===== src/rtl/life_pkg.sv =====
// rtl/life_pkg.sv - shared FSM state type and Game-of-Life rule constants
package life_pkg;

  typedef enum logic [1:0] {
    IDLE = 2'd0,
    RUN  = 2'd1,
    HALT = 2'd2
  } life_state_e;

  localparam int unsigned BIRTH   = 3;
  localparam int unsigned SURV_LO = 2;
  localparam int unsigned SURV_HI = 3;

endpackage


===== src/rtl/life_next_state.sv =====
// rtl/life_next_state.sv - one cell's next-generation rule from its 8 neighbours
module life_next_state
  import life_pkg::*;
(
  input  logic [7:0] nbr_i,
  input  logic       self_i,
  output logic       next_o
);

  logic [3:0] cnt;

  // population count of the 8 neighbours, 0..8
  always_comb begin
    cnt = 4'd0;
    for (int k = 0; k < 8; k++) begin
      cnt = cnt + {3'b000, nbr_i[k]};
    end
  end

  // survival for live cells, birth for dead cells
  always_comb begin
    if (self_i) begin
      next_o = (cnt >= 4'(SURV_LO)) && (cnt <= 4'(SURV_HI));
    end else begin
      next_o = (cnt == 4'(BIRTH));
    end
  end

endmodule


===== src/rtl/life_array_nxn.sv =====
// rtl/life_array_nxn.sv - ROWS x COLS Game-of-Life array with load/readback, step/run and auto-halt
module life_array_nxn
  import life_pkg::*;
#(
  parameter int ROWS  = 16,
  parameter int COLS  = 16,
  parameter int WRAP  = 0,
  parameter int GEN_W = 16
) (
  input  logic                    clk,
  input  logic                    reset,
  input  logic [COLS-1:0]         vali,
  input  logic [$clog2(ROWS)-1:0] vali_selector,
  input  logic                    write_enb,
  input  logic [$clog2(ROWS)-1:0] valo_selector,
  output logic [COLS-1:0]         valo,
  output logic [COLS-1:0]         valo_prev,
  input  logic                    step,
  input  logic                    run,
  input  logic                    clr_gen,
  input  logic [COLS-1:0]         ni,
  input  logic [COLS-1:0]         si,
  input  logic [ROWS-1:0]         wi,
  input  logic [ROWS-1:0]         ei,
  input  logic                    nw,
  input  logic                    ne,
  input  logic                    se,
  input  logic                    sw,
  output logic [COLS-1:0]         no,
  output logic [COLS-1:0]         so,
  output logic [ROWS-1:0]         wo,
  output logic [ROWS-1:0]         eo,
  output logic [GEN_W-1:0]        gen_count,
  output logic                    stable,
  output logic                    alive
);

  logic [ROWS-1:0][COLS-1:0] cur_q, cur_d, prev_q, prev_d, nxt;
  logic [ROWS+1:0][COLS+1:0] frame;
  logic [GEN_W-1:0]          gen_q, gen_d;
  logic                      stable_q, stable_d;
  logic                      step_pend_q, step_pend_d;
  logic                      do_upd, same;
  life_state_e               state_q, state_d;

  // edge inputs are simply ignored in toroidal mode
  logic unused_edges;
  assign unused_edges = ^{ni, si, wi, ei, nw, ne, se, sw};

  // padded frame: interior is cur, the one-cell border is either the edge inputs or the wrapped array
  always_comb begin
    frame = '0;
    for (int r = 0; r < ROWS; r++) begin
      for (int c = 0; c < COLS; c++) begin
        frame[r+1][c+1] = cur_q[r][c];
      end
    end
    if (WRAP != 0) begin
      for (int c = 0; c < COLS; c++) begin
        frame[0][c+1]      = cur_q[ROWS-1][c];
        frame[ROWS+1][c+1] = cur_q[0][c];
      end
      for (int r = 0; r < ROWS; r++) begin
        frame[r+1][0]      = cur_q[r][COLS-1];
        frame[r+1][COLS+1] = cur_q[r][0];
      end
      frame[0][0]           = cur_q[ROWS-1][COLS-1];
      frame[0][COLS+1]      = cur_q[ROWS-1][0];
      frame[ROWS+1][0]      = cur_q[0][COLS-1];
      frame[ROWS+1][COLS+1] = cur_q[0][0];
    end else begin
      for (int c = 0; c < COLS; c++) begin
        frame[0][c+1]      = ni[c];
        frame[ROWS+1][c+1] = si[c];
      end
      for (int r = 0; r < ROWS; r++) begin
        frame[r+1][0]      = wi[r];
        frame[r+1][COLS+1] = ei[r];
      end
      frame[0][0]           = nw;
      frame[0][COLS+1]      = ne;
      frame[ROWS+1][0]      = sw;
      frame[ROWS+1][COLS+1] = se;
    end
  end

  for (genvar r = 0; r < ROWS; r++) begin : g_row
    for (genvar c = 0; c < COLS; c++) begin : g_col
      life_next_state u_cell (
        .nbr_i  ({frame[r][c],   frame[r][c+1],   frame[r][c+2],
                  frame[r+1][c],                  frame[r+1][c+2],
                  frame[r+2][c], frame[r+2][c+1], frame[r+2][c+2]}),
        .self_i (cur_q[r][c]),
        .next_o (nxt[r][c])
      );
    end
  end

  assign same = (nxt == cur_q);

  // FSM state register
  always_ff @(posedge clk or negedge reset) begin
    if (!reset) state_q <= IDLE;
    else        state_q <= state_d;
  end

  // FSM next state: a write in RUN suppresses the update, so it cannot trigger the halt
  always_comb begin
    state_d = state_q;
    unique case (state_q)
      IDLE: if (run) state_d = RUN;
      RUN: begin
        if (!run)                       state_d = IDLE;
        else if (!write_enb && same)    state_d = HALT;
      end
      HALT: if (!run || write_enb) state_d = IDLE;
      default: state_d = IDLE;
    endcase
  end

  // FSM outputs: when to update, and the pending step that a write pushed back by one cycle
  always_comb begin
    do_upd      = 1'b0;
    step_pend_d = step_pend_q;
    unique case (state_q)
      IDLE: begin
        if (write_enb) begin
          if (step) step_pend_d = 1'b1;
        end else if (step || step_pend_q) begin
          do_upd      = 1'b1;
          step_pend_d = 1'b0;
        end
      end
      RUN:     do_upd = run && !write_enb;
      default: do_upd = 1'b0;
    endcase
  end

  // datapath next values: write beats update, clr_gen beats increment
  always_comb begin
    cur_d    = cur_q;
    prev_d   = prev_q;
    gen_d    = gen_q;
    stable_d = stable_q;
    if (write_enb) begin
      if (int'(vali_selector) < ROWS) cur_d[vali_selector] = vali;
      stable_d = 1'b0;
    end else if (do_upd) begin
      prev_d   = cur_q;
      cur_d    = nxt;
      gen_d    = gen_q + GEN_W'(1);
      stable_d = same;
    end
    if (clr_gen) gen_d = '0;
  end

  // datapath registers
  always_ff @(posedge clk or negedge reset) begin
    if (!reset) begin
      cur_q       <= '0;
      prev_q      <= '0;
      gen_q       <= '0;
      stable_q    <= 1'b0;
      step_pend_q <= 1'b0;
    end else begin
      cur_q       <= cur_d;
      prev_q      <= prev_d;
      gen_q       <= gen_d;
      stable_q    <= stable_d;
      step_pend_q <= step_pend_d;
    end
  end

  // row readback muxes
  always_comb begin
    valo      = '0;
    valo_prev = '0;
    if (int'(valo_selector) < ROWS) begin
      valo      = cur_q[valo_selector];
      valo_prev = prev_q[valo_selector];
    end
  end

  // edge columns straight from the cur registers
  always_comb begin
    wo = '0;
    eo = '0;
    for (int r = 0; r < ROWS; r++) begin
      wo[r] = cur_q[r][0];
      eo[r] = cur_q[r][COLS-1];
    end
  end

  assign no        = cur_q[0];
  assign so        = cur_q[ROWS-1];
  assign gen_count = gen_q;
  assign stable    = stable_q;
  assign alive     = |cur_q;

endmodule

===== config.mk =====
export PLATFORM = sky130hd
export DESIGN_NAME = life_array_nxn
export DESIGN_NICKNAME = d
export VERILOG_FILES = /design/src/rtl/life_pkg.sv /design/src/rtl/life_next_state.sv /design/src/rtl/life_array_nxn.sv
export SDC_FILE = /design/constraint.sdc
export NUM_CORES = 2
export LEC_CHECK = 0
export ABC_CLOCK_PERIOD_IN_PS = 13000
export BUFFER_PORTS_ARGS = -buffer_cell sky130_fd_sc_hd__clkbuf_2
export CAP_MARGIN = 15
export CORE_ASPECT_RATIO = 1.5
export CORE_MARGIN = 3
export CORE_UTILIZATION = 43
export CTS_CLUSTER_SIZE = 40
export DETAILED_ROUTE_END_ITERATION = 7
export PLACE_DENSITY = 0.6
export SKIP_CTS_REPAIR_TIMING = 1
export SLEW_MARGIN = 5
export SYNTH_ARGS = -nofsm -noshare
export SYNTH_HDL_FRONTEND = slang
export SYNTH_SLANG_ARGS = --single-unit

===== constraint.sdc =====
create_clock -name clk -period 13 [get_ports clk]
set_input_delay 1.95 -clock clk [delete_from_list [all_inputs] [get_ports clk]]
set_output_delay 1.95 -clock clk [all_outputs]
set_load 0.01 [all_outputs]

# == After elaboration in Yosys (flattened, before gate mapping) ==
# Cells that the tools add are included.
# totals
mem_bits_rw,0
out_inout_bits,114
romBits,0
word_cells,3162
latch_bits,0
ff_bits,532
mem_count,0
# classes
div_mod_pow,0
n_addsub,1793
n_reduce_logical,272
n_shift,0
order_cmp,515
bitwise,1
muxes,281
n_eq_ne,264
n_mul,0
# ops
operator,n
4-bit by 1-bit adder with 4-bit output,1536
"4-bit by 2-bit equality test with 1-bit output, second input constant",256
"4-bit by 2-bit greater-or-equal comparator with 1-bit output, second input constant",256
"4-bit by 2-bit <= comparator with 1-bit output, second input constant",256
1-bit by 1-bit adder with 2-bit output,256
256-bit two-way mux,2
1-bit two-way mux,263
1-bit logical AND,259
256-bit bitwise mux,1
256-bit equality test,1
256-bit OR reduction,1
16-bit binary-select mux with 4-bit select,2
16-bit two-way mux,6
16-bit demux with 4-bit select,1
"16-bit by 1-bit adder with 16-bit output, second input constant",1
"4-bit by 5-bit less-than comparator with 1-bit output, second input constant",2
2-bit two-way mux,4
2-bit one-hot mux with 3 select lines,1
3-bit AND reduction,2
2-bit nonzero test,3
"4-bit by 1-bit greater-or-equal comparator with 1-bit output, second input constant",1
"2-bit by 1-bit != test with 1-bit output, second input constant",2
"2-bit != test, second input constant",2
2-bit AND reduction,2
other kinds (8),10

# == Longest topological paths before layout ==
# depth
ltp_word,15
ltp_mapped,17
depth_no_buf,17

# == Hierarchy ==
# Synthesis repeated with hierarchy kept, for this count alone.
# hier_totals
hier_cells,10360
hier_area_um2,84355.9
# by_module_without_submodules
module,area_per_inst_um2,seq_area_each_um2,instances,cells_each
life_next_state,200.2,0.0,256,26
life_array_nxn,33106.8,13312.8,1,3704

# == Worst setup path after synthesis ==
# No wires, ideal clock.
# synth_path
path_type,input to register
from,input port ei[5]
to,register state_q[1]
path_stages,14
arrival_ns,6.726
setup_slack_ns,6.197
setup_ns,0.078
cell_sequence,ha_1 > inv_1 > fa_1 > fa_1 > fa_1 > fa_1 > and2b_1 > o211a_1 > or4_1 > or4_1 > or4_1 > or4_1 > or4_1 > a21boi_1
# synth_via
elab_chain_len,14
# synth_rtl
item,line_no,text
"start, declared",life_array_nxn.sv:24,"input logic [ROWS-1:0] ei,"
1-bit by 1-bit adder with 2-bit output,life_next_state.sv:16,"cnt = cnt + {3'b000, nbr_i[k]};"
4-bit by 1-bit adder with 4-bit output (6 in a row),life_next_state.sv:16,
4-bit by 2-bit greater-or-equal comparator with 1-bit output or 4-bit by 2-bit <= comparator with 1-bit output (tied branches),life_next_state.sv:23,next_o = (cnt >= 4'(SURV_LO)) && (cnt <= 4'(SURV_HI));
1-bit logical AND,life_next_state.sv:23,
1-bit two-way mux,life_next_state.sv:22,if (self_i) begin
256-bit equality test (*),life_array_nxn.sv:99,assign same = (nxt == cur_q);
1-bit logical AND (*),life_array_nxn.sv:114,else if (!write_enb && same) state_d = HALT;
3-bit != test (no source line) (*),--,
3-bit AND reduction (no source line) (*),--,
"end signal, assigned",life_array_nxn.sv:104,else state_q <= state_d;
"end, declared",life_array_nxn.sv:44,"life_state_e state_q, state_d;"
# Mark *: on every way between the ends. The rest lies on a longest branch, timed or not.
# A chain may end at the register's enable or synchronous reset.

# == Final worst setup path ==
# layout_path
from,register cur_q[77] in the netlist's numbering
to,register state_q[0]
# layout_via
elab_chain_len,14
# layout_rtl
item,line_no,text
"start, declared",life_array_nxn.sv:38,"logic [ROWS-1:0][COLS-1:0] cur_q, cur_d, prev_q, prev_d, nxt;"
"start signal, assigned",life_array_nxn.sv:166,cur_q <= cur_d;
1-bit by 1-bit adder with 2-bit output,life_next_state.sv:16,
4-bit by 1-bit adder with 4-bit output (6 in a row),life_next_state.sv:16,
4-bit by 2-bit greater-or-equal comparator with 1-bit output or 4-bit by 2-bit <= comparator with 1-bit output (tied branches),life_next_state.sv:23,
1-bit logical AND,life_next_state.sv:23,
1-bit two-way mux,life_next_state.sv:22,
256-bit equality test (*),life_array_nxn.sv:99,
1-bit logical AND (*),life_array_nxn.sv:114,
3-bit != test (no source line) (*),--,
3-bit AND reduction (no source line) (*),--,
# Marks and branches as above.

==> impl_metrics.toml <==
[worst_setup_path]
worstPathRequired_ps = 13630
cp.arrival_ps = 8510
crit_fanout = 10
path_cells = "inv_1, fa_1, fa_1, fa_1, fa_1, nor4b_1, a21oi_1, buf_4, o2bb2ai_1, a221oi_1, nand4_1, or3_1, or4_1, nor4_1, a21oi_1"
cpPeakStageDelay_ps = 1130
critical_path_class = "reg -> reg"
slowest_stage = "a221oi_1"
worstSetupStartpointType = "flip-flop"
crit_top_cell = "fa_1"
cp-end-kind = "flip-flop"

[clock_tree]
clkTransAtPathRegs_ps = 70
clk_latency_ps = 770
htree_levels = 3
cts_root_buf = "clkbuf_16"
cts_buffers = 71
clock_path_buffers = 3
cts_tree = "yes"
cts_sinks = 532

[timing]
slew_viol_final = 3
fin_hold_ws_ps = 477
finalSetupViolCount = 0
fin_setup_tns_ps = 0
tightest_slew_ps = 1500
finalHoldViolations = 0
fin_ws_ps = 5120
rsz0062_at_grt = "false"
max_slew_margin_pct = -1.13
min_period_over_period_pct = 60.6
worst_clock_skew_ps = 38.3
period_minus_slack_ps = 7880
max_freq_mhz = 127

[synth]
syn_area_sq_mm = 0.0758
synth.top_cells.by_count = "inv_1 (1364), fa_1 (1024), ha_1 (875), o21ai_0 (543), dfrtp_1 (532)"
synth_compound_area_share_pct = 12.0
synth.area.top_cells = "fa_1 (27%), dfrtp_1 (18%), ha_1 (14%), inv_1 (6.8%), mux4_2 (4.8%)"
synth_fa_ha_area_share_pct = 41.5
synth_warnings = 0
synthMuxAreaShare_pct = 4.86
yosys.area.top_type_share_pct = 27.0
synth_ff_type = "dfrtp_1"
synth_xor_area_share_pct = 0.139
ys_ff_latch = 532
async_flop_share_pct = 100
synth_edf_count = 0
syn_area_per_cell_sq_um = 9.86
synth_top_family_by_area = "adder cells"
synth.net_count = 9690
synth_most_common_cell = "inv_1"
synthSimpleGateAreaFrac_pct = 15.5
synth_cell_types = 87
ys_seq_area_share_pct = 17.6
syn_inst = 7693
synth_top_cell_by_area = "fa_1"

[layout]
multi_input_area_sq_mm = 0.0564
seqCellArea_sq_mm = 0.0133
syn_to_final_growth_pct = 10.3
layout.nets = 9933
drive_above_1_share_pct = 11.0
n_fill_cell = 16600

[routing]
wl_per_cell_microns = 44.1
dr_total_vias = 70100
drc_errors = 0
vias_per_cell = 6.77
dr.pass1.iters = 6
dr.first_iter.drc_count = 8345
drtAntennaViolNets = 0
wirelength_mm = 457

[grt]
grt_pass1_wl_mm = 611
grt_max_degree = 211
antenna_found_initial = 96
gr-total-overflow = 0
grt_pass1_vias = 69200
grt.total_usage_pct = 50.3

[place]
dp_hpwl_mm = 372
post-place-ws_ps = 5060
portBuffers = 211
gp_congestion = 1.14

[status]
outcome = "finished, violations left"
violations = "capacitance limit, slew limit"

[die]
core_sq_mm = 0.175
fp.dieArea_sq_mm = 0.182
rows = 188
ios = 212
start_util_pct = 43.3
die_w_microns = 349
fp.dieH_microns = 520

[min_path]
hold_class = "reg -> reg"

[run]
cap_violations = 1
[final cells by class]
type / count / area share [%]
Sequential cell: 532 / 15.9
Clock buffer: 92 / 2.41
Inverter: 1364 / 6.12
Antenna cell: 86 / 0.257
Tap cell: 2280 / 3.41
Multi-Input combinational cell: 5512 / 67.5
Timing Repair Buffer: 455 / 3.63
Clock inverter: 40 / 0.802
[cells in the final DEF, fill, tap and decap left out, types with 88 or more instances in the layout]
master / count
a21oi_1: 88
a221o_1: 232
buf_4: 229
clkbuf_2: 207
dfrtp_1: 532
fa_1: 1024
ha_1: 875
inv_1: 1362
mux4_2: 160
nand2_1: 330
nand2b_1: 301
nand4_1: 89
nor2_1: 285
nor2b_1: 199
nor3_1: 318
nor4b_1: 124
o21ai_0: 532
[routing by layer]
layer | global-route usage [%] | vias to the layer above | wire length, microns
li1 | - | 27100 | -
met1 | 55.8 | 36200 | 156000
met2 | 74.2 | 4940 | 196000
met3 | 16.6 | 1853 | 46100
met4 | 50.8 | 30 | 58500
met5 | 0 | - | 213
[critical path, delay by kind of cell, from the launching register on]
| family | cells | cell delay [ps] |
|---|---|---|
| buffers and inverters | 2 | 830 |
| AO/OA/AOI/OAI | 4 | 1670 |
| flip-flops | 1 | 880 |
| AND/OR/NAND/NOR | 5 | 2310 |
| adder cells (fa/ha/maj) | 4 | 2030 |
[registers in the layout, summed over array words and instances (netlist names)]
name / cells
prev_q: 256
cur_q: 196
gen_count: 16
no: 16
so: 16
eo: 14
wo: 14
state_q: 2
stable: 1
step_pend_q: 1
[worst paths after layout]
| path | slack, ps | from | endpoint | cells past startpoint |
|---|---|---|---|---|
| worst min register to register | 480 | prev_q[96] | prev_q[96] | 2 |
| worst max register to register | 5120 | cur_q[77] | state_q[0] | 15 |
| max in group asynchronous | 9360 | reset | wo[9] | 3 |
| worst min-delay path | 480 | prev_q[96] | prev_q[96] | 2 |
| worst max-delay path | 5120 | cur_q[77] | state_q[0] | 15 |
| min in group asynchronous | 1210 | reset | prev_q[45] | 1 |
[cells by family after synthesis]
| logic type | Yosys count |
|---|---|
| xor gates and xnor gates | 12 |
| adders and majority gates | 1899 |
| AOI/OAI and AO/OA | 1319 |
| muxes | 168 |
| DFF | 532 |
| buffers and inverters | 1649 |
| and+or+nand+nor | 2114 |
[metrics by stage]
| stage | utilization (%) | cell area [sq um] | instances |
|---|---|---|---|
| finish | 47.8 | 83700 | 10400 |
| global route | 47.7 | 83500 | 10300 |
| CTS | 47.6 | 83400 | 10300 |
| detailed placement | 46.1 | 80700 | 10100 |
| global placement | 46.1 | 80600 | 10100 |
| floorplan | - | 75800 | 7693 |
Power is not shown: default switching activity piles up to over one toggle a cycle in this logic, so the estimate is an artifact.
